===== config.mk =====
export PLATFORM = sky130hd
export DESIGN_NAME = path_composer
export DESIGN_NICKNAME = d
export VERILOG_FILES = /design/src/rtl/path_pkg.sv /design/src/rtl/path_composer.sv
export SDC_FILE = /design/constraint.sdc
export NUM_CORES = 1
export LEC_CHECK = 0
export BUFFER_PORTS_ARGS = -buffer_cell sky130_fd_sc_hd__buf_4
export CAP_MARGIN = 25
export CORE_MARGIN = 2
export CORE_UTILIZATION = 44
export CTS_CLUSTER_SIZE = 25
export DETAILED_ROUTE_END_ITERATION = 10
export HOLD_SLACK_MARGIN = 0.12
export PLACE_DENSITY = 0.72
export REMOVE_ABC_BUFFERS = 1
export SKIP_CTS_REPAIR_TIMING = 1
export SYNTH_ARGS = -nofsm -noshare
export SYNTH_HDL_FRONTEND = slang
export SYNTH_SLANG_ARGS = --single-unit

===== constraint.sdc =====
create_clock -name clk -period 1.3 [get_ports clk]
set_input_delay 0.13 -clock clk [delete_from_list [all_inputs] [get_ports clk]]
set_output_delay 0.13 -clock clk [all_outputs]
set_load 0.02 [all_outputs]

===== src/rtl/path_pkg.sv =====
//------------------------------------------------------------------------------
// path_pkg
//   Shared definitions for the junction path word: turn-code values, hop field
//   width and the path composer state encoding (also used by junction-side
//   monitors, so the encoding must stay stable).
//   Revision: 1.0 - initial release
//------------------------------------------------------------------------------
`default_nettype none

package path_pkg;

  localparam int HOP_W = 2;

  localparam logic [HOP_W-1:0] DIR_END = 2'b00;  // junction disabled, lamps off
  localparam logic [HOP_W-1:0] DIR_T1  = 2'b01;
  localparam logic [HOP_W-1:0] DIR_T2  = 2'b10;
  localparam logic [HOP_W-1:0] DIR_T3  = 2'b11;

  typedef enum logic [1:0] {
    ST_IDLE    = 2'd0,  // no hops stored
    ST_COLLECT = 2'd1,  // 0 < hops stored < HOPS
    ST_SEND    = 2'd2   // complete path presented to the launcher
  } path_state_e;

endpackage

`default_nettype wire


===== src/rtl/path_composer.sv =====
//------------------------------------------------------------------------------
// path_composer
//   Entry-gate route builder. Collects one turn code per hop handshake and
//   packs them MSB-first into a PATH_W-bit path word (hop 0 in the top field),
//   then offers the word to the route launcher over valid/ready.
//
//   Ports:
//     clk        in   rising-edge clock
//     rst_n      in   asynchronous active-low reset
//     abort      in   synchronous flush to IDLE, highest priority
//     hop_valid  in   hop_code valid
//     hop_ready  out  composer accepts a hop this cycle
//     hop_code   in   turn code (00 = END)
//     hop_last   in   accepted hop closes the path
//     path_valid out  path_data holds a complete path
//     path_ready in   launcher takes path_data
//     path_data  out  packed path word
//     hop_count  out  hops stored in current path
//     err        out  one-cycle pulse: END received with no hops stored
//   Revision: 1.0 - initial release
//------------------------------------------------------------------------------
`default_nettype none

module path_composer
  import path_pkg::*;
#(
  parameter int HOPS   = 4,
  parameter int PATH_W = 2 * HOPS,
  parameter int CNT_W  = $clog2(HOPS + 1)
) (
  input  logic              clk,
  input  logic              rst_n,
  input  logic              abort,
  input  logic              hop_valid,
  output logic              hop_ready,
  input  logic [HOP_W-1:0]  hop_code,
  input  logic              hop_last,
  output logic              path_valid,
  input  logic              path_ready,
  output logic [PATH_W-1:0] path_data,
  output logic [CNT_W-1:0]  hop_count,
  output logic              err
);

  path_state_e       state_q;
  logic [PATH_W-1:0] path_data_q;
  logic [CNT_W-1:0]  hop_count_q;
  logic              err_q;

  // Handshake flags are pure state decodes; abort masks hop_ready so a
  // flushed cycle can never also accept a hop.
  assign hop_ready  = (state_q != ST_SEND) && !abort;
  assign path_valid = (state_q == ST_SEND);
  assign path_data  = path_data_q;
  assign hop_count  = hop_count_q;
  assign err        = err_q;

  always_ff @(posedge clk or negedge rst_n) begin
    if (!rst_n) begin
      state_q     <= ST_IDLE;
      path_data_q <= '0;
      hop_count_q <= '0;
      err_q       <= 1'b0;
    end else if (abort) begin
      state_q     <= ST_IDLE;
      path_data_q <= '0;
      hop_count_q <= '0;
      err_q       <= 1'b0;
    end else begin
      err_q <= 1'b0;
      case (state_q)
        ST_IDLE, ST_COLLECT: begin
          if (hop_valid) begin
            if (hop_code != DIR_END) begin
              // Field k = hop_count sits at [PATH_W-1-2k -: 2]; unrolled so
              // every part-select index is a constant.
              for (int i = 0; i < HOPS; i++) begin
                if (hop_count_q == CNT_W'(i)) begin
                  path_data_q[PATH_W-1-HOP_W*i -: HOP_W] <= hop_code;
                end
              end
              hop_count_q <= hop_count_q + CNT_W'(1);
              // Reaching HOPS closes the path regardless of hop_last.
              if (hop_last || (hop_count_q == CNT_W'(HOPS - 1))) begin
                state_q <= ST_SEND;
              end else begin
                state_q <= ST_COLLECT;
              end
            end else if (hop_count_q != '0) begin
              // END: trailing fields are already zero from the last clear.
              state_q <= ST_SEND;
            end else begin
              err_q <= 1'b1;
            end
          end
        end
        ST_SEND: begin
          if (path_ready) begin
            state_q     <= ST_IDLE;
            path_data_q <= '0;
            hop_count_q <= '0;
          end
        end
        default: begin
          state_q <= ST_IDLE;
        end
      endcase
    end
  end

endmodule

`default_nettype wire

==> flow_summary.ini, run 1 <==
[hold_path]
min-delay-path-class = primary input to flop

[clock_tree]
ctsRootBufferMaster = sky130_fd_sc_hd__clkbuf_4
numCtsBuffers = 3
path_clk_slew_ns = 0.09
cts_sinks = 14
clk_latency_ns = 0.28
cts_tree = built
cts.htree.levels = 1
clockBufferDepth = 2

[setup_path]
critical_path.cell_chain = inv_1 -> ha_2 -> nand2b_4 -> nor4_4 -> o32a_1 -> nor2_1
worst_path_dominant_cell_family = flip-flops
cp-start-kind = flop
cp-endpoint = state_q[1]
max_stage_delay_ns = 0.41
cp_num_buf_inv = 1
crit_path_top_delay_cell = sky130_fd_sc_hd__dfrtp_1
setup.reg_to_reg.worst_slack_ns = -0.07
worstReg2RegEnd = state_q[1]
timing.critical_path.fanout_max = 4
path_class = flop to flop
timing.critical_path.to_type = flop
cp.arrival_ns = 1.57
ff2ff_path_depth = 6
cp_num_cells = 6
critical_path_required_ns = 1.50
worstSetupStartpoint = hop_count[1]
critical_path.reg2reg.startpoint = hop_count[1]

[sta]
drv_slew = 0
setup_violations = 10
tightestPinTransition_ns = 0.2186
min_period_over_period = 1.054
final.setup.worst_slack_ns = -0.06956
worst_clock_skew_ns = 0.003645
rsz0062_at_grt = yes
fmaxAchievable_mhz = 730.2
final_period_demand_of_the_worst_path_ns = 1.370
report.final.hold_viol_count = 0
worst_max_slew_margin_expressed_relative_to_the_limit = 0.8532

[floorplanning]
die_h_um = 45.20
std_cell_rows = 14
die_width_um = 45.20
core_ar_um2 = 1541
floorplan.initialDensity = 0.4846
floorplan.io_pins = 22
die_footprint_um2 = 2043

[routing]
number_of_vias_after_detailed_routing = 796
routed_wire_length_per_instance_um = 16.43
1st_iter_drt_viols = 23
drt_pass_1_iters = 4
ant_nets = 0
drt_wl_total_um = 2268
drc_violation_count_after_routing = 0
routed_via_density = 5.768

[cells_and_area]
final_layout_size_suffix_gt1_frac = 0.5820
final_common_cell = sky130_fd_sc_hd__buf_4
insertedDiodeCount = 0
layout.nets = 137
area_of_all_placed_cells_without_fillers_um2 = 1246
final_util = 0.8084
synthToLayoutAreaGrowth_pct = 66.83
most_frequent_cells_in_the_layout = sky130_fd_sc_hd__buf_4 (35), sky130_fd_sc_hd__dfrtp_1 (13), sky130_fd_sc_hd__a21oi_1 (11)

[logic_synthesis]
synth.yosys.seq_area_share = 0.4690
synth_seq_cells = 14
avgSynthCellArea_um2 = 9.576
synthesis.area_um2 = 747.0
yosysUniqueCellTypes = 24
synth-warning-count = 0
gate_count_after_technology_mapping = 78

[placed_design]
buffers_on_ports = 21
gpl.final_weighted_congestion = 0.7946
place.detailed.hpwl_um = 1328
post_dp_cell_area_um2 = 1040

[power_and_ir_drop]
total_leakage_power_nw = 0.5751
pwr_density_cell_nw_per_um2 = 865.0
vdd_ir_drop_max_v = 0.0006044

[grt]
grt_antenna_before_repair = 0
grt_pass1_vias = 656
maximum_number_of_pins_on_one_net_before_global_route_repair = 15
grt.total_usage = 0.1978
grt_first_pass_wirelength_um = 2884
grt.overflow.total = 0

[run_status]
run_status = complete, but fails checks
failed_checks = negative setup slack

[flow_run]
timing.max_cap.violations = 0
-- cells by family (layout without fill, tap and decap cells) --
group,Yosys count,after routing,share of synthesized area
AO/OA/AOI/OAI,23,23,0.1658
adder cells (fa/ha/maj),5,5,0.08375
buffers and inverters,7,51,0.03684
flip-flops,14,14,0.4690
multiplexers,2,2,0.03015
AND/OR/NAND/NOR,27,27,0.2144
-- how the worst min path moves through the flow --
stage	from	to	slack, ns	cells after the start
final	abort	path_data[1]	0.11	2
after global routing	abort	path_data[1]	0.11	2
after CTS	rst_n	path_data[2]	-0.31	1
after detailed placement	rst_n	path_data[2]	-0.01	1
after global placement	rst_n	path_data[2]	-0.01	1
after floorplan	rst_n	err	-0.17	0
-- through the flow --
stage	cells	total power, mW	TNS [ns]	hold WS (ns)	worst slack [ns]
finish	138	1.078	-0.4504	0.1111	-0.06956
global route	138	1.124	-1.153	0.1128	-0.1370
CTS	133	0.9930	-0.8778	-0.3128	-0.1429
detailed placement	130	0.7547	-0.5139	-0.01078	-0.1156
global placement	130	0.7488	-0.2589	-0.01187	-0.09958
floorplan	77	0.6084	-0.8156	-0.1656	-0.1875
-- worst reg2reg max path, stage by stage, from the launching register on --
cell and delay, ns:
sky130_fd_sc_hd__dfrtp_1 0.41, sky130_fd_sc_hd__inv_1 0.09, sky130_fd_sc_hd__ha_2 0.19, sky130_fd_sc_hd__nand2b_4 0.08, sky130_fd_sc_hd__nor4_4 0.04, sky130_fd_sc_hd__o32a_1 0.34, sky130_fd_sc_hd__nor2_1 0.14
-- power breakdown --
part,total (mW),internal (mW),leakage [nW],switching (mW)
Combinational,0.346,0.170,0.371,0.176
Clock,0.249,0.107,0.0138,0.142
Sequential,0.483,0.460,0.190,0.0229
Total,1.08,0.737,0.575,0.341
-- cells in the mapped netlist --
master | n | area share
sky130_fd_sc_hd__mux2_2 | 2 | 0.030
sky130_fd_sc_hd__nor2b_1 | 1 | 0.0084
sky130_fd_sc_hd__and2_1 | 1 | 0.0084
sky130_fd_sc_hd__nand3b_1 | 1 | 0.010
sky130_fd_sc_hd__nand2_1 | 2 | 0.010
sky130_fd_sc_hd__o21ai_0 | 4 | 0.027
sky130_fd_sc_hd__nand3_1 | 6 | 0.040
sky130_fd_sc_hd__or3_1 | 1 | 0.0084
sky130_fd_sc_hd__or2_4 | 1 | 0.012
sky130_fd_sc_hd__inv_1 | 6 | 0.030
sky130_fd_sc_hd__a21oi_1 | 17 | 0.11
sky130_fd_sc_hd__o32a_1 | 1 | 0.013
sky130_fd_sc_hd__nor4_2 | 1 | 0.017
sky130_fd_sc_hd__nand4_1 | 2 | 0.017
sky130_fd_sc_hd__and3_1 | 2 | 0.017
sky130_fd_sc_hd__ha_1 | 5 | 0.084
sky130_fd_sc_hd__nand2b_1 | 2 | 0.017
sky130_fd_sc_hd__nor3b_1 | 1 | 0.010
sky130_fd_sc_hd__and2b_2 | 1 | 0.012
sky130_fd_sc_hd__dfrtp_1 | 14 | 0.47
sky130_fd_sc_hd__a22o_1 | 1 | 0.012
sky130_fd_sc_hd__buf_2 | 1 | 0.0067
sky130_fd_sc_hd__nand2_2 | 1 | 0.0084
sky130_fd_sc_hd__nor2_1 | 4 | 0.020
-- registers in the layout, indices dropped and copies added, names as in the netlist --
name / count
err: 1
hop_count: 3
state_q: 2
path_data: 8
-- per-layer routing --
layer / share of wire / vias up / GRT usage
li1: - / 368 / -
met1: 0.41 / 389 / 0.2588
met2: 0.52 / 29 / 0.3229
met3: 0.036 / 10 / 0.02800
met4: 0.030 / 0 / 0.08824
met5: 0 / - / 0
-- layout make-up --
cell class                      instances  area, µm²
Tap cell                               16      20.02
Sequential cell                        14      351.6
Clock buffer                            3      22.52
Multi-Input combinational cell         57      490.5
Inverter                                6      22.52
Fill cell                              93      295.3
Timing Repair Buffer                   42      339.1
Note: power is estimated with default switching activity, not from simulation.
==> inputs of run 2 (changes only) <==
--- a/config.mk
+++ b/config.mk
@@ -14,7 +14,7 @@
 export HOLD_SLACK_MARGIN = 0.12
 export PLACE_DENSITY = 0.72
 export REMOVE_ABC_BUFFERS = 1
-export SKIP_CTS_REPAIR_TIMING = 1
+export SKIP_LAST_GASP = 1
 export SYNTH_ARGS = -nofsm -noshare
 export SYNTH_HDL_FRONTEND = slang
 export SYNTH_SLANG_ARGS = --single-unit
==> run 2 against run 1 <==
The flow still finishes with violations (negative setup slack). Clock skew rose by 0.00096 ns. Core utilization grew 6.3 points. Die area stayed put. Largest power group unchanged. First-iteration DRC count rose by 8.7%. Global-route usage rose by 4.3 points. Flip-flop and latch count stayed put. Via count up 5.5%. Maximum frequency fell by 2.0%. Critical path type unchanged.
==> flow_summary.ini, run 2 (synthesis gave the netlist of run 1 again) <==
[run_status]
run_status = complete, but fails checks
failed_checks = negative setup slack

[clock_tree]
cts_tree = built
cts_sinks = 14
clk_latency_ns = 0.27
path_clk_slew_ns = 0.08
cts.htree.levels = 1
numCtsBuffers = 3
clockBufferDepth = 2
ctsRootBufferMaster = sky130_fd_sc_hd__clkbuf_4

[sta]
fmaxAchievable_mhz = 715.4
drv_slew = 0
worst_max_slew_margin_expressed_relative_to_the_limit = 0.8292
rsz0062_at_grt = yes
final_period_demand_of_the_worst_path_ns = 1.398
tightestPinTransition_ns = 0.2543
worst_clock_skew_ns = 0.004601
setup_violations = 12
report.final.hold_viol_count = 0
final.setup.worst_slack_ns = -0.09773
min_period_over_period = 1.075

[flow_run]
timing.max_cap.violations = 0

[placed_design]
place.detailed.instances = 130
buffers_on_ports = 21
place.detailed.hpwl_um = 1328
gpl.final_weighted_congestion = 0.7946
detailedPlace.worstSlack_ns = -0.1156

[setup_path]
critical_path_required_ns = 1.46
worst_path_dominant_cell_family = flip-flops
max_stage_delay_ns = 0.43
path_class = flop to flop
ff2ff_path_depth = 5
cp_num_buf_inv = 0
worstReg2RegEnd = state_q[0]
critical_path.cell_chain = ha_2 -> ha_4 -> nor3b_2 -> mux2_4 -> a22o_1
cp.arrival_ns = 1.56
timing.critical_path.to_type = flop
setup.reg_to_reg.worst_slack_ns = -0.1
timing.critical_path.fanout_max = 4
critical_path.reg2reg.startpoint = hop_count[1]
crit_path_top_delay_cell = sky130_fd_sc_hd__dfrtp_1
cp-start-kind = flop

[hold_path]
min_path_cells = 2
timing.hold.worst_endpoint = path_data[1]
min-delay-path-class = primary input to flop
hold_path_startpoint = abort

[grt]
grt_antenna_before_repair = 0
maximum_number_of_pins_on_one_net_before_global_route_repair = 15
grt_first_pass_wirelength_um = 3436
grt.overflow.total = 0
grt_pass1_vias = 744
grt.total_usage = 0.2411

[power_and_ir_drop]
total_leakage_power_nw = 0.6198
pwr_density_cell_nw_per_um2 = 828.2
total_power_mw = 1.112
vdd_ir_drop_max_v = 0.0006310

[cells_and_area]
layout.filler_cells = 79
final_instance_count_without_filler_cells = 144
final_layout_size_suffix_gt1_frac = 0.6563
largest_reg_flops = 8
insertedDiodeCount = 0
layout.nets = 143
most_frequent_cells_in_the_layout = sky130_fd_sc_hd__buf_4 (41), sky130_fd_sc_hd__dfrtp_1 (12), sky130_fd_sc_hd__a21oi_1 (9)
synthToLayoutAreaGrowth_pct = 79.73
final_common_cell = sky130_fd_sc_hd__buf_4

[floorplanning]
die_h_um = 45.20
std_cell_rows = 14
core_ar_um2 = 1541
floorplan.io_pins = 22
die_width_um = 45.20
die_footprint_um2 = 2043
floorplan.initialDensity = 0.4846

[routing]
drt_wl_total_um = 2488
drc_violation_count_after_routing = 0
drt_pass_1_iters = 4
ant_nets = 0
number_of_vias_after_detailed_routing = 840
routed_wire_length_per_instance_um = 17.28
routed_via_density = 5.833
1st_iter_drt_viols = 25
-- run 2: repair_timing --
action                                  in CTS  in global routing
setup buffers                                4                  3
endpoints found under the hold margin       17                  1
gates resized for setup                     22                 27
pin swaps                                    7                 13
endpoints found under the setup margin      11                 15
hold buffers                                 3                  1
-- run 2: final cells by class --
class | instances | area [µm²] | area share
Multi-Input combinational cell | 57 | 543.0 | 0.4045
Timing Repair Buffer | 48 | 381.6 | 0.2842
Sequential cell | 14 | 352.8 | 0.2628
Clock buffer | 3 | 22.52 | 0.01678
Inverter | 6 | 22.52 | 0.01678
Tap cell | 16 | 20.02 | 0.01491
-- run 2: where the power goes --
part | switching, mW | internal [mW]
sequential | 0.0230 | 0.460
clock | 0.132 | 0.107
combinational | 0.197 | 0.193
-- run 2: how the worst max path moves through the flow --
stage / from / slack, ns / cells after the start / end
floorplan: hop_count[0] / -0.19 / 5 / state_q[0]
global placement: hop_count[0] / -0.1 / 5 / state_q[0]
detailed placement: hop_count[1] / -0.12 / 7 / path_data[5]
CTS: hop_count[1] / -0.04 / 5 / state_q[0]
global route: hop_count[0] / -0.14 / 7 / path_data[4]
finish: hop_count[1] / -0.1 / 5 / state_q[0]
-- run 2: routing by layer --
layer,up-vias,wire length [µm],track usage
li1,381,-,-
met1,407,1002,0.3065
met2,42,1282,0.3971
met3,10,119,0.03200
met4,0,84,0.1235
met5,-,0,0
-- run 2: stage by stage --
| step | TNS, ns | instance area, µm² | hold slack (ns) | utilization |
|---|---|---|---|---|
| global route | -1.208 | 1343 | 0.1359 | 0.8709 |
| finish | -0.4662 | 1343 | 0.1199 | 0.8709 |
| floorplan | -0.8156 | 742.0 | -0.1656 | - |
| global placement | -0.2589 | 1040 | -0.01187 | 0.6745 |
| detailed placement | -0.5139 | 1040 | -0.01078 | 0.6745 |
| CTS | -0.1958 | 1214 | 0.1089 | 0.7873 |
